## src/rtl/bus_select_encoder_if.sv

```systemverilog
// Request/select bundle between the control unit and the bus-select encoder.
// The encoder takes the slave side; the control unit (or bench) drives master.
interface bus_select_encoder_if #(
  parameter int NUM_SRC = 32,
  parameter int SEL_W   = 5,
  parameter int CNT_W   = 8
);
  logic [NUM_SRC-1:0] src_req;
  logic               fault_ack;
  logic [SEL_W-1:0]   bus_sel;
  logic               bus_valid;
  logic               fault;
  logic               conflict;
  logic [CNT_W-1:0]   conflict_count;

  modport master (
    output src_req, fault_ack,
    input  bus_sel, bus_valid, fault, conflict, conflict_count
  );

  modport slave (
    input  src_req, fault_ack,
    output bus_sel, bus_valid, fault, conflict, conflict_count
  );
endinterface

```

## src/rtl/bus_select_encoder.sv

```systemverilog
// Registered one-hot to binary source-select encoder for the 32:1 bus mux,
// with sticky contention fault and a saturating contention counter.
module bus_select_encoder #(
  parameter int NUM_SRC = 32,
  parameter int SEL_W   = 5,
  parameter int CNT_W   = 8
) (
  input  logic                 clk,
  input  logic                 clr,
  bus_select_encoder_if.slave  bus
);

  typedef enum logic [1:0] {
    ST_IDLE  = 2'd0,
    ST_DRIVE = 2'd1,
    ST_FAULT = 2'd2
  } state_t;

  localparam logic [CNT_W-1:0] CNT_MAX = {CNT_W{1'b1}};

  state_t             state_q;
  logic [SEL_W-1:0]   sel_q;
  logic               valid_q;
  logic               fault_q;
  logic               conflict_q;
  logic [CNT_W-1:0]   cnt_q;

  logic               req_none;
  logic               req_one;
  logic               req_multi;
  logic [SEL_W-1:0]   sel_d;
  logic [CNT_W-1:0]   cnt_d;

  // Lowest set bit wins so the fault code points at the lowest contender.
  function automatic logic [SEL_W-1:0] enc_lowest(input logic [NUM_SRC-1:0] req);
    logic [SEL_W-1:0] idx;
    idx = '0;
    for (int i = NUM_SRC - 1; i >= 0; i--) begin
      if (req[i]) idx = SEL_W'(i);
    end
    return idx;
  endfunction

  function automatic logic [CNT_W-1:0] sat_inc(input logic [CNT_W-1:0] v);
    return (v == CNT_MAX) ? v : v + CNT_W'(1);
  endfunction

  // x & (x-1) clears the lowest set bit; zero result means at most one bit.
  always_comb begin
    req_none  = (bus.src_req == '0);
    req_one   = !req_none && ((bus.src_req & (bus.src_req - NUM_SRC'(1))) == '0);
    req_multi = !req_none && !req_one;
    sel_d     = enc_lowest(bus.src_req);
    cnt_d     = req_multi ? sat_inc(cnt_q) : cnt_q;
  end

  always_ff @(posedge clk) begin
    if (!clr) begin
      state_q    <= ST_IDLE;
      sel_q      <= '0;
      valid_q    <= 1'b0;
      fault_q    <= 1'b0;
      conflict_q <= 1'b0;
      cnt_q      <= '0;
    end else begin
      conflict_q <= req_multi;
      cnt_q      <= cnt_d;
      case (state_q)
        ST_IDLE, ST_DRIVE: begin
          if (req_one) begin
            state_q <= ST_DRIVE;
            sel_q   <= sel_d;
            valid_q <= 1'b1;
          end else if (req_multi) begin
            state_q <= ST_FAULT;
            sel_q   <= sel_d;
            valid_q <= 1'b0;
            fault_q <= 1'b1;
          end else begin
            state_q <= ST_IDLE;
            valid_q <= 1'b0;
          end
        end
        ST_FAULT: begin
          // Only a clean bus with an acknowledge releases the fault.
          if (bus.fault_ack && req_none) begin
            state_q <= ST_IDLE;
            fault_q <= 1'b0;
          end
        end
        default: begin
          state_q <= ST_IDLE;
          valid_q <= 1'b0;
          fault_q <= 1'b0;
        end
      endcase
    end
  end

  assign bus.bus_sel        = sel_q;
  assign bus.bus_valid      = valid_q;
  assign bus.fault          = fault_q;
  assign bus.conflict       = conflict_q;
  assign bus.conflict_count = cnt_q;

endmodule

```

## src/flat_wrapper.sv

```systemverilog
// flat-port wrapper written by rule: the top's interface ports become plain ports
module bus_select_encoder_flat 
#(
  parameter int NUM_SRC = 32,
  parameter int SEL_W   = 5,
  parameter int CNT_W   = 8
)
  (clk, clr, bus_src_req, bus_fault_ack, bus_bus_sel, bus_bus_valid, bus_fault, bus_conflict, bus_conflict_count);
  bus_select_encoder_if #(.NUM_SRC(NUM_SRC), .SEL_W(SEL_W), .CNT_W(CNT_W)) bus_i ();
  input  logic clk;
  input  logic clr;
  input wire logic [$bits(bus_i.src_req)-1:0] bus_src_req;
  input wire logic [$bits(bus_i.fault_ack)-1:0] bus_fault_ack;
  output wire logic [$bits(bus_i.bus_sel)-1:0] bus_bus_sel;
  output wire logic [$bits(bus_i.bus_valid)-1:0] bus_bus_valid;
  output wire logic [$bits(bus_i.fault)-1:0] bus_fault;
  output wire logic [$bits(bus_i.conflict)-1:0] bus_conflict;
  output wire logic [$bits(bus_i.conflict_count)-1:0] bus_conflict_count;
  assign bus_i.src_req = bus_src_req;
  assign bus_i.fault_ack = bus_fault_ack;
  assign bus_bus_sel = bus_i.bus_sel;
  assign bus_bus_valid = bus_i.bus_valid;
  assign bus_fault = bus_i.fault;
  assign bus_conflict = bus_i.conflict;
  assign bus_conflict_count = bus_i.conflict_count;
  bus_select_encoder #(.NUM_SRC(NUM_SRC), .SEL_W(SEL_W), .CNT_W(CNT_W)) u_core (.clk(clk), .clr(clr), .bus(bus_i));
endmodule
```

## config.mk

```make
export PLATFORM = sky130hd
export DESIGN_NAME = bus_select_encoder_flat
export DESIGN_NICKNAME = d
export VERILOG_FILES = /design/src/rtl/bus_select_encoder_if.sv /design/src/rtl/bus_select_encoder.sv /design/src/flat_wrapper.sv
export SDC_FILE = /design/constraint.sdc
export NUM_CORES = 1
export LEC_CHECK = 0
export ABC_AREA = 1
export BUFFER_PORTS_ARGS = -buffer_cell sky130_fd_sc_hd__buf_2
export CAP_MARGIN = 15
export CORE_ASPECT_RATIO = 1.75
export CORE_MARGIN = 4
export CORE_UTILIZATION = 35
export CTS_CLUSTER_DIAMETER = 120
export DETAILED_ROUTE_END_ITERATION = 16
export HOLD_SLACK_MARGIN = 0.05
export PLACE_DENSITY = 0.6
export SKIP_CTS_REPAIR_TIMING = 1
export SLEW_MARGIN = 20
export SYNTH_ARGS = -nofsm -noshare
export SYNTH_HDL_FRONTEND = slang
export SYNTH_SLANG_ARGS = --single-unit
export TNS_END_PERCENT = 20
```

## constraint.sdc

```tcl
create_clock -name clk -period 5.37 [get_ports clk]
set_input_delay 0 -clock clk [delete_from_list [all_inputs] [get_ports clk]]
set_output_delay 0 -clock clk [all_outputs]
set_load 0.01 [all_outputs]
```

Word level (Yosys, flattened, before mapping)
Index checks and enable logic that the tools add are counted.
{ "op_classes": {"add_sub_neg": 2, "n_eq_ne": 6, "mux": 44, "bitwise": 2, "reduce_logical": 13} }
{ "op_table": {"columns": ["cell", "count"], "rows": [
  ["5-bit 2-to-1 mux", 34],
  ["32-bit zero test", 2],
  ["32-bit AND", 1],
  ["32-bit by 1-bit subtractor with 32-bit output, second input constant", 1],
  ["8-bit by 1-bit adder with 8-bit output, second input constant", 1],
  ["8-bit == test, second input constant", 1],
  ["2-bit 2-to-1 mux", 3],
  ["1-bit 2-to-1 mux", 4],
  ["2-bit by 1-bit inequality test with 1-bit output, second input constant", 2],
  ["1-bit case mux with 2 select lines", 2],
  ["2-bit case mux with 2 select lines", 1],
  ["2-bit AND reduction", 2],
  ["1-bit logical AND", 3],
  ["3-bit AND reduction", 1],
  ["2-bit by 1-bit == test with 1-bit output, second input constant", 1],
  ["2-bit == test, second input constant", 1],
  ["1-bit zero test", 2],
  ["2-bit zero test", 1],
  ["2-bit inequality test, second input constant", 1],
  ["2-bit nonzero test", 1],
  ["2-bit OR reduction", 1],
  ["1-bit inverter", 1]
]} }
{ "totals": {"register_bits": 18, "inputBits": 35, "out_inout_bits": 16, "elab_cells": 73} }

Depth between registers and ports, before layout
Gate-level depths: netlist (run 1).
{ "depth": {"word_depth": 34, "ltp_mapped": 25, "mapped_depth_nobuf": 25} }

Worst setup path after synthesis (run 1)
No wires, ideal clock.
{ "synth_timing": {"kind": "in2reg", "start": "input port bus_src_req[8]", "end": "register u_core.cnt_q[1], in the netlist u_core.bus.conflict_count[1]", "setup_ps": 116, "t_arrival_ps": 1670, "t_required_ps": 5254, "slack_ps": 3584, "cell_stages": 15, "n_path_buf": 0, "cell_sequence": "or2_4 -> nor2_4 -> nand2_2 -> nor2_4 -> nand3_2 -> nor4_4 -> nand2_2 -> o21ai_2 -> nand4_1 -> nor2_2 -> nand3_2 -> nand2_4 -> inv_4 -> nor2_1 -> nor2_1"} }
{ "synth_between": {"elab_chain_len": 7, "elab_cells_between_ends": 9, "cone_classes": "add/sub: 1; bitwise: 1; reduce/logical: 7"} }
{ "synth_rtl": {"columns": ["item", "line", "text"], "rows": [
  ["from (decl)", "flat_wrapper.sv:12", "input wire logic [$bits(bus_i.src_req)-1:0] bus_src_req;"],
  ["32-bit by 1-bit subtractor with 32-bit output", "bus_select_encoder.sv:51", "req_one = !req_none && ((bus.src_req & (bus.src_req - NUM_SRC'(1))) == '0);"],
  ["32-bit AND", "bus_select_encoder.sv:51", null],
  ["32-bit zero test", "bus_select_encoder.sv:51", null],
  ["1-bit logical AND", "bus_select_encoder.sv:51", null],
  ["1-bit zero test", "bus_select_encoder.sv:52", "req_multi = !req_none && !req_one;"],
  ["1-bit logical AND *", "bus_select_encoder.sv:52", null],
  ["2-bit AND reduction (no source line) *", null, null],
  ["to (signal assigned)", "bus_select_encoder.sv:67", "cnt_q <= cnt_d;"],
  ["to (decl)", "bus_select_encoder.sv:26", "logic [CNT_W-1:0] cnt_q;"]
]} }
Mark *: on every way between the ends. The rest lies on a longest branch, timed or not.
A chain may end at the register's enable or synchronous reset.

Worst setup path after layout (run 1)
{ "layout_timing": {"start": "input port bus_src_req[4]", "end": "register u_core.cnt_q[5], in the netlist u_core.bus.conflict_count[5]"} }
The elaborated chain is that of the path after synthesis.

==> results.md, run 1 <==
| Quantity | Reported |
| --- | --- |
| Outcome | finished clean |
| Number of antenna violations at the first check in global routing | 0 |
| Detail-routed net length per standard cell | 11.9 µm |
| Placer congestion estimate | 0.841 |
| Synthesized net count | 300 |
| CTS sink count | 18 |
| Worst-case clock skew | 5.19 ps |
| Worst VDD drop | 0.156 mV |
| DRC violations left | 0 |
| Share of the clock period used by the worst path | 39.7% |
| Post-synthesis share of cell area spent on full adders, half adders and majority gates | 0.789% |
| Critical Setup Path Class | in2reg |
| Top Ports | 51 |
| RSZ-0062 raised after global routing | false |
| Post-placement setup slack | 2970 ps |
| Fraction of synthesized cell area in xor and xnor cells | 3.31% |
| Mux cell area share after synthesis | 0% |
| Die height | 97.0 µm |
| Final worst setup slack | 3240 ps |
| Clock H-tree levels | 1 |
| Standby leakage power | 0.000934 µW |
| Cell Count, Final, Fillers Out | 368 |
| Wire length after detailed routing | 4390 µm |
| Register bit count reported by yosys | 18 |
| Max FO, Critical Path | 9 |
| Number of DRC markers in iteration 0 | 69 |
| Antenna violation net count after detailed routing | 0 |
| CP top delay family | simple AND/OR/NAND/NOR gates |
| Final hold violations | 0 |
| Setup violations, final | 0 |
| Number of cells after detailed placement | 364 |
| Layout overhead on the synthesized area | 23.0% |
| First-pass iteration count of the detailed router | 5 |
| Upper clock frequency limit | 0.469 GHz |
| Cell area power density | 172 mW/mm² |
| CP Buf/Inv Count | 3 |
| Overflow left after global routing | 0 |
| Cells after Synth | 264 |
| Path type of the worst min-delay path | in2reg |
| Post-synthesis instance area | 0.00159 mm² |
| Pins Over Slew Limit | 0 |
| Req. time, crit path | 5500 ps |
| Most common flop cell mapped by yosys | dfxtp_1 |
| Largest net degree at the start of global routing | 13 |
| Dominant cell type by area after synthesis | dfxtp_1 |
| Global Route Usage Sum | 15.7% |
| Wire length of the first global-routing pass | 7260 µm |
| Post-synth cell types | 39 |
| Total number of yosys warnings | 0 |
| Worst endpoint data arrival time | 2260 ps |
| Async set-reset flop share out of synthesis | 0% |
| Worst rel slew slack | 51.9% |
| Worst-Margin Slew | 704 ps |
| Fraction of layout cells with a size suffix above 1 | 24.6% |
| Critical path's largest stage delay | 620 ps |
| # rows | 32 |
| Number of maximum-capacitance constraint violations | 0 |
| Final-stage net count | 354 |
| Sum of net half-perimeters after detailed placement | 3820 µm |
| Mean Syn Cell Area | 6.00 µm² |
| Clock Path Buffers | 2 |
| Commonest cells after routing, fill and taps aside | 67 x nand2_1, 50 x buf_2, 43 x inv_1, 31 x nor2_1, 23 x a21oi_1 |
| Starting density of the core | 36.0% |
| Clk root buf | clkbuf_8 |
| Nature of the critical path startpoint | input port |
| Total design power | 335 µW |
| Ant. Diodes | 0 |
| CP max stage cell | a2111oi_0 |
| TritonCTS buffer count | 3 |
| Post-synthesis sequential area ratio | 22.7% |
| Std-Cell Core Area | 0.00440 mm² |
| Horizontal die dimension | 58.9 µm |
| Largest cells by area after synthesis | dfxtp_1 23%, nand2_1 16%, inv_1 10%, nor2_1 7.3%, a21oi_1 7.3% |
| Total negative slack | 0 ps |
| Share of the synthesized area in the top cell type | 22.7% |
| Number of enable-type register cells in the synthesized netlist | 0 |
| Leading cell type in the layout, fill and taps excluded | nand2_1 |
| Routed vias | 1822 |
| Final worst path period need | 2130 ps |
| Main combinational cell family by area after synthesis | simple AND/OR/NAND/NOR gates |
| Critical Path, Cell by Cell | buf_2 -> nor2_2 -> nand2_2 -> nor2_4 -> inv_2 -> nor2_1 -> nor2_1 -> a2111oi_0 -> nand3_1 -> nor2_2 -> nand3_2 -> nand2_4 -> inv_4 -> nand2_1 -> a21oi_1 |
| TritonCTS clock tree | done |
| Fraction of the mapped netlist area in compound gates | 21.5% |
| Quantity of I/O buffers inserted on ports | 50 |
| Number of vias per cell after detailed routing | 4.95 |
| Clock latency on the worst-skew pair | 260 ps |
| Area of the die | 0.00571 mm² |
| Via count of the first global-routing pass | 1761 |
| Sort of element at the end of the critical path | flop |
| Clock-pin slew on the worst setup and hold paths | 70 ps |
| Fraction of the mapped netlist area in simple logic gates | 40.6% |
-- cells in the mapped netlist (all sizes together), types with 3 or more instances --
library cell and number:
a21oi 23, dfxtp 18, nand4 5, a31oi 5
o21ai 17, nor2 39, nand2 73, nor4 3
nand3 6, nor3 7, inv 45, xnor2 4
-- logic make-up after synthesis --
family                     count (synthesis)
and+or+nand+nor                          136
adders and majority gates                  1
AOI/OAI and AO/OA                         57
buffers and inverters                     46
DFF                                       18
xor gates and xnor gates                   6
-- per-stage QoR --
step	utilization (%)	instance area [µm²]	hold slack, ps
2_1_floorplan	-	1590	120
3_3_place_gp	43.0	1900	303
3_5_place_dp	43.0	1900	307
4_1_cts	44.3	1950	26.4
5_1_grt	44.3	1950	52.9
6_report	44.3	1950	35.8
-- path summary, 6_finish.rpt --
kind / start / endpoint / slack, ps / depth (start not counted)
min: clr / u_core.bus.conflict_count[0] / 40 / 3
max: bus_src_req[4] / u_core.bus.conflict_count[5] / 3240 / 15
max reg2reg: u_core.bus.conflict_count[0] / u_core.bus.conflict_count[5] / 3790 / 7
min reg2reg: u_core.bus.fault / u_core.bus.fault / 450 / 2
-- report_power, final --
part | total (µW) | switching (µW) | internal, µW
clock network | 111 | 45.4 | 65.2
registers | 145 | 5.02 | 140
logic | 79.5 | 48.7 | 30.8
total | 335 | 99.1 | 236
-- state kept, by name, indices dropped and copies added, names as in the netlist --
register and count:
u_core.bus.bus_valid 1, u_core.state_q 2, u_core.bus.bus_sel 5, u_core.bus.conflict 1, u_core.bus.fault 1, u_core.bus.conflict_count 8
-- metal layers --
layer	GRT usage (%)	vias to the layer above	routed length (µm)
met5	0	-	0
met4	6.63	0	76
met3	1.20	7	204
met2	30.7	42	2530
met1	15.6	809	1580
li1	-	964	-
-- worst reg2reg max path, cell delays in order, from the launching register on --
cell and delay, ps:
dfxtp_1 440, ha_1 260, nand4_1 170, nand3b_1 250
nand2_4 150, inv_4 70, nand2_1 60, a21oi_1 60
-- cell type report --
cell class | count | area (µm²)
fill | 540 | 2450
multi-input combinational | 200 | 1050
sequential | 18 | 360
timing repair buffer | 50 | 250
inverter | 45 | 171
tap | 51 | 63.8
clock buffer | 4 | 55.1
Power figures use the tool's default switching activity.
==> inputs of run 2 (changes only) <==
--- a/config.mk
+++ b/config.mk
@@ -14,7 +14,7 @@
 export CTS_CLUSTER_DIAMETER = 120
 export DETAILED_ROUTE_END_ITERATION = 16
 export HOLD_SLACK_MARGIN = 0.05
-export PLACE_DENSITY = 0.6
+export PLACE_DENSITY = 0.62
 export SKIP_CTS_REPAIR_TIMING = 1
 export SLEW_MARGIN = 20
 export SYNTH_ARGS = -nofsm -noshare
==> constraint.sdc (replaced) <==
create_clock -name clk -period 1.9 [get_ports clk]
set_input_delay 0 -clock clk [delete_from_list [all_inputs] [get_ports clk]]
set_output_delay 0 -clock clk [all_outputs]
set_load 0.01 [all_outputs]
==> run 2 against run 1 <==
  * The flow now finishes with violations (setup timing)
  * Non-clock buffer count is 45 higher
  * Sequential cell count unchanged
  * Largest cell class unchanged
  * Critical endpoint unchanged
  * Combinational power rose to 3.6 times the previous value
==> results.md, run 2 (same netlist as run 1, synthesis figures left out) <==
| Quantity | Reported |
| --- | --- |
| Outcome | finished with violations |
| Violated checks | setup timing |
| Sum of net half-perimeters after detailed placement | 4140 µm |
| Req. time, crit path | 2030 ps |
| Clk root buf | clkbuf_8 |
| Worst reg2reg startpoint | u_core.bus.conflict_count[0] |
| Worst rel slew slack | 67.4% |
| First-pass iteration count of the detailed router | 4 |
| Top Ports | 51 |
| Wire length of the first global-routing pass | 8050 µm |
| Layout overhead on the synthesized area | 47.4% |
| Power share of the combinational group | 28.1% |
| CP top delay family | simple AND/OR/NAND/NOR gates |
| Area of the die | 0.00571 mm² |
| Path type of the worst min-delay path | in2reg |
| Ant. Diodes | 0 |
| Worst-Margin Slew | 487 ps |
| Clock-pin slew on the worst setup and hold paths | 70 ps |
| Upper clock frequency limit | 0.522 GHz |
| Standby leakage power | 0.00116 µW |
| Final design instance area without fill | 0.00234 mm² |
| Pins Over Slew Limit | 0 |
| Met2 wire length | 2720 µm |
| Detail-routed net length per standard cell | 11.6 µm |
| TritonCTS buffer count | 3 |
| Final hold violations | 0 |
| RSZ-0062 raised after global routing | true |
| Cell seen most often among critical-path stages | nor2_4 |
| Int Pwr | 711 µW |
| Worst VDD drop | 0.374 mV |
| Global Route Usage Sum | 17.6% |
| Switching Fraction | 29.6% |
| Share of power burned in registers | 40.5% |
| Sort of element at the end of the critical path | flop |
| Number of maximum-capacitance constraint violations | 0 |
| Final worst path period need | 1920 ps |
| Power spent charging and discharging nets | 299 µW |
| Number of vias per cell after detailed routing | 4.89 |
| CP max stage cell | a211oi_2 |
| Starting density of the core | 36.0% |
| Final-stage net count | 399 |
| CP Buf/Inv Count | 4 |
| Setup violations, final | 8 |
| Critical Setup Path Class | in2reg |
| Largest net degree at the start of global routing | 13 |
| Start point of the worst min-delay path | bus_fault_ack |
| Leading cell type in the layout, fill and taps excluded | nand2_1 |
| Critical path's largest stage delay | 290 ps |
| Horizontal die dimension | 58.9 µm |
| Hold WS | 48.1 ps |
| Post-placement setup slack | -347 ps |
| Share of power burned in the clock network | 31.4% |
| Amount of wire on met3 after detailed routing | 195 µm |
| Max FO, Critical Path | 9 |
| Clock latency on the worst-skew pair | 260 ps |
| Start point of the critical path | bus_src_req[6] |
| Quantity of I/O buffers inserted on ports | 50 |
| Fraction of layout cells with a size suffix above 1 | 34.0% |
| TritonCTS clock tree | done |
| Commonest cells after routing, fill and taps aside | 67 x nand2_1, 49 x buf_2, 44 x buf_4, 43 x inv_1, 31 x nor2_1 |
| Via count of the first global-routing pass | 2026 |
| DRC violations left | 0 |
| Clock H-tree levels | 1 |
| Wire length after detailed routing | 4780 µm |
| Met1 Wirelength | 1720 µm |
| Cell area power density | 432 mW/mm² |
| Placer congestion estimate | 0.875 |
| Critical Path, Cell by Cell | buf_2 -> nor2_1 -> nand2_2 -> nor2_4 -> inv_4 -> buf_12 -> nor2_4 -> nand3_4 -> nor4_4 -> o21ai_0 -> a211oi_2 -> nand3_2 -> nand2_4 -> inv_6 -> nand2_1 -> a21oi_1 |
| Worst endpoint data arrival time | 2050 ps |
| Antenna violation net count after detailed routing | 0 |
| Area of placed instances | 0.00223 mm² |
| Nature of the critical path startpoint | input port |
| Share of the clock period used by the worst path | 101% |
| # rows | 32 |
| Routed vias | 2021 |
| Number of antenna violations at the first check in global routing | 0 |
| Die height | 97.0 µm |
| Final worst setup slack | -17.3 ps |
| CTS sink count | 18 |
| Std-Cell Core Area | 0.00440 mm² |
| Clock Path Buffers | 2 |
| Number of DRC markers in iteration 0 | 22 |
| Number of flip-flops in the largest register | 8 |
| Top routing layer used | met4 |
| Overflow left after global routing | 0 |
| Worst-case clock skew | 3.39 ps |
==> run 2: layout make-up <==
type	count	area [µm²]
repair buffers	95	606
multi-input cells	200	1080
well taps	51	63.8
clock buffers	4	55.1
flip-flops and latches	18	360
fillers	497	2070
inverters	45	176
==> run 2: layer usage <==
layer	track usage, %	vias to the layer above
met1	16.8	906
li1	-	1049
met3	2.00	13
met5	0	-
met4	7.16	0
met2	34.8	53
==> run 2: tightest hold or removal path: cells and delay by family <==
family | cells | cell delay (ps)
and+or+nand+nor | 2 | 120
buffers and inverters | 1 | 70
AOI/OAI and AO/OA | 1 | 70
==> run 2: power groups by stage <==
stage                     registers [µW]  clock network (µW)  logic (µW)
after detailed placement             418                   0         278
after floorplan                      422                   0         119
final                                409                 318         284
after global routing                 412                 340         321
after CTS                            409                 326         279
after global placement               417                   0         275
==> run 2: path summary, 6_finish.rpt <==
kind	slack, ps	end	depth (start not counted)
setup / recovery	-20	u_core.bus.conflict_count[5]	16
hold / removal	50	u_core.state_q[1]	4
setup reg to reg	340	u_core.bus.conflict_count[5]	7
hold reg to reg	450	u_core.bus.fault	2
==> run 2: stage by stage <==
| step | std cells | util, % | power, µW | setup TNS [ps] |
|---|---|---|---|---|
| 3_3_place_gp | 407 | 50.7 | 693 | -3370 |
| 4_1_cts | 411 | 51.9 | 1010 | -572 |
| 5_1_grt | 413 | 53.1 | 1070 | -2380 |
| 6_report | 413 | 53.1 | 1010 | -103 |
| 2_1_floorplan | 264 | - | 542 | 0 |
| 3_5_place_dp | 407 | 50.7 | 696 | -3730 |
==> inputs of run 3 (changes only) <==
--- a/config.mk
+++ b/config.mk
@@ -5,7 +5,6 @@
 export SDC_FILE = /design/constraint.sdc
 export NUM_CORES = 1
 export LEC_CHECK = 0
-export ABC_AREA = 1
 export BUFFER_PORTS_ARGS = -buffer_cell sky130_fd_sc_hd__buf_2
 export CAP_MARGIN = 15
 export CORE_ASPECT_RATIO = 1.75
@@ -14,7 +13,7 @@
 export CTS_CLUSTER_DIAMETER = 120
 export DETAILED_ROUTE_END_ITERATION = 16
 export HOLD_SLACK_MARGIN = 0.05
-export PLACE_DENSITY = 0.62
+export PLACE_DENSITY = 0.63
 export SKIP_CTS_REPAIR_TIMING = 1
 export SLEW_MARGIN = 20
 export SYNTH_ARGS = -nofsm -noshare
==> run 3 against run 2 <==
  * The run now ends clean
  * Critical path type unchanged
  * Core utilization decreased by 1.7 points
  * Hold slack gained 28 ps
  * Via count decreased by 7.9%
  * Sequential power about the same
  * Critical path depth shrank 5
==> results.md, run 3 <==
| Quantity | Reported |
| --- | --- |
| Post-synth cell types | 48 |
| Req. time, crit path | 2040 ps |
| Main combinational cell family by area after synthesis | simple AND/OR/NAND/NOR gates |
| Starting density of the core | 35.8% |
| Synthesized net count | 237 |
| Share of the clock period used by the worst path | 92.3% |
| Largest cells by area after synthesis | dfxtp_1 24%, a21oi_1 6.5%, nand2_1 5.9%, o21ai_0 5.1%, nor2_1 4.3% |
| Standby leakage power | 0.000992 µW |
| Register bit count reported by yosys | 18 |
| Critical Path, Cell by Cell | buf_2 -> nor4_2 -> buf_4 -> nand2_1 -> buf_4 -> o21ai_0 -> nand3_1 -> nor3_4 -> nand2_4 -> a21oi_1 -> and3b_1 |
| Number of maximum-capacitance constraint violations | 0 |
| Total negative slack | 0 ps |
| Nature of the critical path startpoint | input port |
| Antenna violation net count after detailed routing | 0 |
| Largest net degree at the start of global routing | 27 |
| Total number of yosys warnings | 0 |
| Int Pwr | 654 µW |
| Placer congestion estimate | 0.911 |
| Clock latency on the worst-skew pair | 250 ps |
| Clock Path Buffers | 2 |
| Worst reg2reg startpoint | u_core.bus.conflict_count[0] |
| Power spent charging and discharging nets | 266 µW |
| Horizontal die dimension | 57.1 µm |
| Ant. Diodes | 0 |
| Max FO, Critical Path | 7 |
| Area of the die | 0.00535 mm² |
| Pins Over Slew Limit | 0 |
| Leading cell type in the layout, fill and taps excluded | buf_2 |
| CP Buf/Inv Count | 3 |
| Sort of element at the end of the critical path | flop |
| Worst path depth | 11 |
| Clock-pin slew on the worst setup and hold paths | 60 ps |
| CTS sink count | 18 |
| Via count of the first global-routing pass | 1828 |
| Final worst path period need | 1750 ps |
| Routed vias | 1862 |
| CP top delay family | simple AND/OR/NAND/NOR gates |
| Top Ports | 51 |
| First-pass iteration count of the detailed router | 4 |
| Fraction of the mapped netlist area in simple logic gates | 37.7% |
| Worst rel slew slack | 67.8% |
| Final hold violations | 0 |
| Sum of net half-perimeters after detailed placement | 3790 µm |
| Number of DRC markers in iteration 0 | 88 |
| CP max stage cell | nor4_2 |
| Fraction of layout cells with a size suffix above 1 | 36.7% |
| DRC violations left | 0 |
| Commonest cells after routing, fill and taps aside | 50 x buf_2, 36 x buf_4, 23 x nand2_1, 19 x a21oi_1, 18 x dfxtp_1 |
| Number of antenna violations at the first check in global routing | 0 |
| Mean Syn Cell Area | 7.33 µm² |
| Mux cell area share after synthesis | 4.07% |
| TritonCTS buffer count | 3 |
| Path type of the worst min-delay path | in2reg |
| Worst-Margin Slew | 471 ps |
| Power share of the combinational group | 28.1% |
| Most common flop cell mapped by yosys | dfxtp_1 |
| Cell area power density | 436 mW/mm² |
| Detail-routed net length per standard cell | 14.1 µm |
| Cells after Synth | 201 |
| Final-stage net count | 324 |
| Worst-case clock skew | 2.12 ps |
| Std-Cell Core Area | 0.00411 mm² |
| Share of power burned in the clock network | 27.4% |
| Dominant cell type by area after synthesis | dfxtp_1 |
| Post-synthesis instance area | 0.00147 mm² |
| Overflow left after global routing | 0 |
| Cell seen most often among critical-path stages | buf_4 |
| Global Route Usage Sum | 18.1% |
| Setup violations, final | 0 |
| Synth top cells by count | 23 x nand2_1, 19 x a21oi_1, 18 x dfxtp_1 |
| Critical path's largest stage delay | 310 ps |
| Capture point of the worst path | u_core.bus.conflict_count[6] |
| Number of enable-type register cells in the synthesized netlist | 0 |
| Quantity of I/O buffers inserted on ports | 50 |
| Path depth of the worst reg2reg path | 5 |
| Switching Fraction | 28.9% |
| Post-synthesis share of cell area spent on full adders, half adders and majority gates | 0.849% |
| Post-synthesis sequential area ratio | 24.4% |
| Most common cell in the netlist | nand2_1 |
| # rows | 31 |
| Number of flip-flops in the largest register | 8 |
| Upper clock frequency limit | 0.570 GHz |
| Number of vias per cell after detailed routing | 5.56 |
| Die height | 93.8 µm |
| Critical R2R Capture | u_core.bus.conflict_count[4] |
| Clock H-tree levels | 1 |
| Fraction of synthesized cell area in xor and xnor cells | 0% |
| Register-to-Register Setup Slack | 400 ps |
| Critical Setup Path Class | in2reg |
| Wire length of the first global-routing pass | 8000 µm |
| TritonCTS clock tree | done |
| Layout overhead on the synthesized area | 43.2% |
| Worst VDD drop | 0.526 mV |
| Async set-reset flop share out of synthesis | 0% |
| Start point of the critical path | bus_src_req[20] |
| Worst endpoint data arrival time | 1900 ps |
| Hold WS | 76.6 ps |
| Share of power burned in registers | 44.4% |
| Fraction of the mapped netlist area in compound gates | 28.6% |
| Share of the synthesized area in the top cell type | 24.4% |
| Outcome | finished clean |
| Clk root buf | clkbuf_8 |
| Wire length after detailed routing | 4720 µm |
run 3: worst reg2reg max path: stages, from the launching register on:
cell	delay [ps]
dfxtp_1	400
ha_1	220
and3_1	230
nand3_1	210
nand3_1	190
mux2i_1	180
run 3: how the worst min path moves through the flow:
| stage | cells past startpoint | startpoint | slack (ps) | to |
|---|---|---|---|---|
| CTS | 4 | bus_fault_ack | 80 | u_core.bus.fault |
| finish | 4 | bus_fault_ack | 80 | u_core.bus.fault |
| global route | 4 | bus_fault_ack | 100 | u_core.bus.fault |
| detailed placement | 4 | bus_fault_ack | 340 | u_core.bus.fault |
| floorplan | 2 | clr | 150 | u_core.bus.conflict_count[4] |
| global placement | 4 | bus_fault_ack | 340 | u_core.bus.fault |
run 3: power groups by stage:
stage | sequential, µW | clock, µW | combinational [µW]
floorplan | 418 | 0 | 92.1
global placement | 416 | 0 | 250
detailed placement | 417 | 0 | 252
CTS | 408 | 260 | 254
global route | 411 | 272 | 291
finish | 408 | 252 | 259
run 3: kinds of logic (layout without fill, tap and decap cells):
logic type,after synthesis,in the layout
buffers and inverters,15,99
AOI/OAI and AO/OA,65,65
DFF,18,18
and+or+nand+nor,96,97
muxes,6,6
adders and majority gates,1,1
run 3: layout make-up:
cell class                      count  area, µm²
Tap cell                           49       61.3
Inverter                           10       37.5
Multi-Input combinational cell    169       1090
Fill cell                         454       2000
Timing Repair Buffer               86        520
Sequential cell                    18        360
Clock buffer                        3       41.3
run 3: stage by stage:
stage               cells  area, µm²  total power (µW)  setup WS (ps)  util [%]
floorplan             201       1470               510            105         -
global placement      331       2030               667           -175      49.4
detailed placement    331       2030               669           -203      49.4
CTS                   334       2070               922           46.4      50.4
global route          335       2110               974          -78.6      51.3
finish                335       2110               919            146      51.3
run 3: metal layers:
layer	part of all wire (%)	wire, µm	up-vias	global-route usage [%]
met5	0	0	-	0
met4	1.4	68	0	5.61
met3	5.9	278	10	2.20
met2	55	2600	54	35.4
met1	38	1770	861	19.5
li1	-	-	937	-
